### src/rtl/sd_block_read.sv
// SPI-mode CMD17 single-block reader: command, R1, start token, 512 data bytes, CRC, trailer.
// Optional CRC-16 check of the data block is built when SD_RD_CRC_EN is defined.
module sd_block_read #(
  parameter int CLK_DIV     = 4,
  parameter int R1_TRIES    = 8,
  parameter int TOKEN_TRIES = 1024
) (
  input  logic        clk,
  input  logic        rst,
  input  logic        init_ok,
  input  logic        start,
  input  logic [31:0] blk_addr,
  output logic        sd_ck,
  output logic        sd_mosi,
  output logic        sd_csn,
  input  logic        sd_miso,
  output logic        busy,
  output logic [7:0]  rd_data,
  output logic        rd_valid,
  output logic        done,
  output logic [1:0]  err
);
  localparam int DW   = $clog2(CLK_DIV);
  localparam int PMAX = (R1_TRIES > TOKEN_TRIES) ? R1_TRIES : TOKEN_TRIES;
  localparam int PW   = $clog2(PMAX + 1);

  typedef enum logic [2:0] {IDLE, PRE, CMD, R1, TOKEN, DATA, CRC, POST} state_t;

  state_t          state;
  logic [DW-1:0]   div_cnt;
  logic [2:0]      bit_cnt;
  logic [7:0]      tx_sr;
  logic [7:0]      rx_sr;
  logic [2:0]      byte_cnt;
  logic [PW-1:0]   poll_cnt;
  logic [8:0]      data_cnt;
  logic [31:0]     addr;
  logic [7:0]      nxt_cmd;
`ifdef SD_RD_CRC_EN
  logic [15:0]     crc;
  logic [7:0]      crc_hi;

  function automatic logic [15:0] crc16_byte(input logic [15:0] c, input logic [7:0] d);
    logic [15:0] r;
    r = c ^ {d, 8'h00};
    for (int i = 0; i < 8; i++) r = r[15] ? ({r[14:0], 1'b0} ^ 16'h1021) : {r[14:0], 1'b0};
    return r;
  endfunction
`endif

  function automatic logic [7:0] cmd_byte(input logic [2:0] idx, input logic [31:0] a);
    case (idx)
      3'd0:    return 8'h51;
      3'd1:    return a[31:24];
      3'd2:    return a[23:16];
      3'd3:    return a[15:8];
      3'd4:    return a[7:0];
      default: return 8'hFF;
    endcase
  endfunction

  assign nxt_cmd = cmd_byte(byte_cnt + 3'd1, addr);

  always_ff @(posedge clk) begin
    if (rst) begin
      state    <= IDLE;
      sd_ck    <= 1'b0;
      sd_csn   <= 1'b1;
      sd_mosi  <= 1'b1;
      busy     <= 1'b0;
      rd_valid <= 1'b0;
      done     <= 1'b0;
      rd_data  <= 8'h00;
      err      <= 2'b00;
      div_cnt  <= '0;
      bit_cnt  <= 3'd0;
      tx_sr    <= 8'hFF;
      rx_sr    <= 8'h00;
      byte_cnt <= 3'd0;
      poll_cnt <= '0;
      data_cnt <= 9'd0;
      addr     <= 32'h0;
`ifdef SD_RD_CRC_EN
      crc      <= 16'h0;
      crc_hi   <= 8'h00;
`endif
    end else begin
      rd_valid <= 1'b0;
      done     <= 1'b0;
      if (state == IDLE) begin
        // busy is still high in the done cycle, so a start there is ignored
        if (start && init_ok && !busy) begin
          state    <= PRE;
          busy     <= 1'b1;
          sd_csn   <= 1'b0;
          sd_mosi  <= 1'b1;
          tx_sr    <= 8'hFF;
          addr     <= blk_addr;
          err      <= 2'b00;
          div_cnt  <= '0;
          bit_cnt  <= 3'd0;
          byte_cnt <= 3'd0;
          poll_cnt <= '0;
`ifdef SD_RD_CRC_EN
          crc      <= 16'h0;
`endif
        end else begin
          busy <= 1'b0;
        end
      end else if (div_cnt != DW'(CLK_DIV - 1)) begin
        div_cnt <= div_cnt + DW'(1);
      end else begin
        div_cnt <= '0;
        sd_ck   <= ~sd_ck;
        if (!sd_ck) begin
          rx_sr <= {rx_sr[6:0], sd_miso};
        end else if (bit_cnt != 3'd7) begin
          bit_cnt <= bit_cnt + 3'd1;
          tx_sr   <= {tx_sr[6:0], 1'b1};
          sd_mosi <= tx_sr[6];
        end else begin
          // byte boundary: rx_sr holds the full byte, next tx byte defaults to a poll
          bit_cnt <= 3'd0;
          tx_sr   <= 8'hFF;
          sd_mosi <= 1'b1;
          case (state)
            PRE: begin
              state    <= CMD;
              byte_cnt <= 3'd0;
              tx_sr    <= 8'h51;
              sd_mosi  <= 1'b0;
            end
            CMD: begin
              if (byte_cnt == 3'd5) begin
                state    <= R1;
                poll_cnt <= '0;
              end else begin
                byte_cnt <= byte_cnt + 3'd1;
                tx_sr    <= nxt_cmd;
                sd_mosi  <= nxt_cmd[7];
              end
            end
            R1: begin
              if (!rx_sr[7]) begin
                if (rx_sr == 8'h00) begin
                  state    <= TOKEN;
                  poll_cnt <= '0;
                end else begin
                  state  <= POST;
                  sd_csn <= 1'b1;
                  err    <= 2'b10;
                end
              end else if (poll_cnt == PW'(R1_TRIES - 1)) begin
                state  <= POST;
                sd_csn <= 1'b1;
                err    <= 2'b01;
              end else begin
                poll_cnt <= poll_cnt + PW'(1);
              end
            end
            TOKEN: begin
              if (rx_sr == 8'hFE) begin
                state    <= DATA;
                data_cnt <= 9'd0;
              end else if (rx_sr != 8'hFF || poll_cnt == PW'(TOKEN_TRIES - 1)) begin
                state  <= POST;
                sd_csn <= 1'b1;
                err    <= 2'b10;
              end else begin
                poll_cnt <= poll_cnt + PW'(1);
              end
            end
            DATA: begin
              rd_data  <= rx_sr;
              rd_valid <= 1'b1;
              data_cnt <= data_cnt + 9'd1;
`ifdef SD_RD_CRC_EN
              crc      <= crc16_byte(crc, rx_sr);
`endif
              if (data_cnt == 9'd511) begin
                state    <= CRC;
                byte_cnt <= 3'd0;
              end
            end
            CRC: begin
              if (byte_cnt == 3'd0) begin
                byte_cnt <= 3'd1;
`ifdef SD_RD_CRC_EN
                crc_hi   <= rx_sr;
`endif
              end else begin
                state  <= POST;
                sd_csn <= 1'b1;
`ifdef SD_RD_CRC_EN
                err    <= ({crc_hi, rx_sr} != crc) ? 2'b11 : 2'b00;
`else
                err    <= 2'b00;
`endif
              end
            end
            POST: begin
              state <= IDLE;
              done  <= 1'b1;
            end
            default: state <= IDLE;
          endcase
        end
      end
    end
  end
endmodule

### config.mk
export PLATFORM = sky130hd
export DESIGN_NAME = sd_block_read
export DESIGN_NICKNAME = d
export VERILOG_FILES = /design/src/rtl/sd_block_read.sv
export SDC_FILE = /design/constraint.sdc
export NUM_CORES = 1
export LEC_CHECK = 0
export ABC_AREA = 1
export BUFFER_PORTS_ARGS = -buffer_cell sky130_fd_sc_hd__buf_4
export CAP_MARGIN = 20
export CORE_MARGIN = 4
export CORE_UTILIZATION = 48
export DETAILED_ROUTE_END_ITERATION = 10
export PLACE_DENSITY = 0.68
export SKIP_CTS_REPAIR_TIMING = 1
export SLEW_MARGIN = 20
export SYNTH_ARGS = -nofsm -noshare
export SYNTH_HDL_FRONTEND = slang
export SYNTH_SLANG_ARGS = --single-unit
### constraint.sdc
create_clock -name clk -period 4.65 [get_ports clk]
set_clock_uncertainty 0.2 [all_clocks]
set_input_delay 0.465 -clock clk [delete_from_list [all_inputs] [get_ports clk]]
set_output_delay 0.465 -clock clk [all_outputs]
set_load 0.05 [all_outputs]
==> flow_metrics.py <==
metrics = {
    "yosys": {
        "synth_cell_types": 31,
        "synth_area_sq_um": 4660,
        "avgSynthCellArea_sq_um": 6.86,
        "synth_area_leaders": "dfxtp_1 40%, nand2_1 9.4%, o21ai_0 8.2%",
        "synth_cells": 680,
        "synth.top_cell.area_share_pct": 40.3,
        "yosysTopAreaCell": "dfxtp_1",
        "ys_seq_elements": 94,
        "synth.net_count": 730,
        "ys.flop_type": "dfxtp_1",
        "ys_seq_area_share_pct": 40.3,
        "yosys_warnings": 0,
        "async_flop_share_pct": 0,
        "synth_enable_flop_cells": 0,
    },
    "finish": {
        "syn_to_final_growth_pct": 14.0,
        "nFillCells": 938,
        "n_antenna_cell": 0,
        "layout.nets": 770,
        "layout_commonest_cell": "nand2_1",
        "fin_cells": 854,
        "final-seq-area_sq_um": 1880,
        "post-route-util_pct": 56.7,
        "drive_above_1_share_pct": 12.6,
        "finalInstanceArea_sq_um": 5320,
        "multi_input_area_sq_um": 2390,
        "layout_common_cells": "117 x nand2_1, 94 x dfxtp_1, 91 x nor2_1",
    },
    "worst_setup_path": {
        "worst_ep_arrival_time_ns": 2.70,
        "cp_max_fo": 53,
        "worst-setup-path-type": "reg2reg",
        "cp.required_ns": 4.69,
        "crit_start": "state[2]$_SDFFE_PP0P_",
        "r2r-start": "state[2]$_SDFFE_PP0P_",
        "startpoint_type": "flop",
        "endpoint_kind": "flop",
    },
    "die": {
        "die_h_um": 107,
        "ios": 53,
        "start_util_pct": 49.8,
        "num_rows": 35,
        "die_x_um": 107,
        "dieArea_sq_um": 11400,
        "core_sq_um": 9370,
    },
    "drt": {
        "drtPass1Iterations": 5,
        "drt.antenna.violating_nets": 0,
        "dr_total_vias": 4425,
        "routedWlPerCell_um": 12.9,
        "drt_iter0_drc": 314,
        "routed_wl_um": 11000,
        "route.detailed.drc": 0,
        "viasPerCell": 5.18,
    },
    "clock_network": {
        "cts-htree-levels": 3,
        "cts_sinks": 94,
        "numCtsBuffers": 9,
        "clkLatencyLatePin_ns": 0.37,
        "root_buffer": "clkbuf_8",
        "cts_buffer_depth": 2,
        "path_clk_slew_ns": 0.10,
        "cts_tree": "done",
    },
    "timing": {
        "finalHoldViolCount": 0,
        "fmax_mhz": 376,
        "drv_slew": 0,
        "fin_crit_sh_pct": 57.2,
        "final-setup-viol-count": 0,
        "tns_ns": 0,
        "fin_ws_ns": 1.99,
        "relSlewSlack_pct": 46.0,
        "fin_crit_ns": 2.66,
        "tightest_slew_ns": 0.807,
        "rsz0062_at_grt": "false",
        "hold_ws_ns": 0.119,
    },
    "global_route": {
        "grt_usage_pct": 19.8,
        "grt_pass1_wl_um": 18600,
        "antenna_found_initial": 0,
        "grt_max_degree": 54,
        "grt_overflow": 0,
        "grt_pass1_vias": 4027,
    },
    "placement": {
        "place_ws_ns": 2.03,
        "dpl.cell_count": 838,
        "io_buffers": 52,
        "dp_hpwl_um": 8000,
        "placed_cell_area_sq_um": 5120,
        "gp_congestion": 0.891,
    },
    "min_path": {
        "min_from": "blk_addr[7]",
        "hold_class": "in2reg",
    },
    "run_status": {
        "status": "complete, no violations",
    },
    "run": {
        "drv_cap": 0,
    },
    "power": {
        "irDropWorstVdd_mv": 0.317,
        "power_mw": 2.31,
        "power.leakage_nw": 2.20,
        "power.density_nw_per_um2": 435,
    },
}
==> synthesized netlist by cell type (5+ instances only) <==
| cell type | instances |
|---|---|
| nand2_1 | 117 |
| dfxtp_1 | 94 |
| nor2_1 | 91 |
| o21ai_0 | 76 |
| a21oi_1 | 74 |
| inv_1 | 70 |
| nand3_1 | 57 |
| clkbuf_1 | 16 |
| ha_1 | 13 |
| nand4_1 | 9 |
| inv_2 | 8 |
| o22ai_1 | 8 |
| nor3_1 | 7 |
| buf_2 | 5 |
==> flip-flops by register name, indices dropped and copies added, names as in the netlist, 2 cells and up <==
| register | count |
|---|---|
| addr | 32 |
| bit_cnt | 3 |
| byte_cnt | 3 |
| data_cnt | 9 |
| div_cnt | 2 |
| err | 2 |
| poll_cnt | 11 |
| rd_data | 8 |
| rx_sr | 8 |
| state | 3 |
| tx_sr | 7 |
==> final timing paths <==
kind	endpoint	slack [ns]	cells past startpoint
setup / recovery	addr[17]$_SDFFE_PP0P_	1.99	6
hold / removal	addr[7]$_SDFFE_PP0P_	0.12	3
setup reg to reg	addr[17]$_SDFFE_PP0P_	1.99	6
hold reg to reg	addr[2]$_SDFFE_PP0P_	0.26	2
==> kinds of logic (layout without fill, tap and decap cells) <==
group | after synthesis | after routing | synth area share (%)
buffers and inverters | 102 | 147 | 8.50
AOI/OAI and AO/OA | 170 | 170 | 19.3
DFF | 94 | 94 | 40.3
adders and majority gates | 13 | 13 | 3.49
and+or+nand+nor | 298 | 298 | 27.8
xor gates and xnor gates | 3 | 3 | 0.563
==> worst max-delay path, cell delays in order, from the launching register on <==
cell and delay (ns):
dfxtp_1 0.43, inv_2 0.19, nand2_4 0.13, nor2_1 0.65, inv_2 0.53, o21ai_0 0.32
a21oi_1 0.06
==> layer usage <==
layer	track usage, %	vias to the layer above	part of all wire, %
li1	-	2325	-
met1	28.0	1975	49
met2	29.7	110	44
met3	5.12	15	5.7
met4	6.21	0	1.5
met5	0	-	0
==> report_power, final <==
| group | switching, mW | internal [mW] | total, mW |
|---|---|---|---|
| registers | 0.0683 | 0.925 | 0.993 |
| logic | 0.525 | 0.240 | 0.765 |
| clock network | 0.301 | 0.253 | 0.554 |
| total | 0.894 | 1.42 | 2.31 |
==> area by class of cell <==
type	count	share of cell area, %
Clock inverter	6	1.29
Inverter	78	5.51
Sequential cell	94	35.4
Tap cell	129	3.04
Timing Repair Buffer	53	7.48
Multi-Input combinational cell	484	44.9
Clock buffer	10	2.40
(Power assumes the default switching activity.)
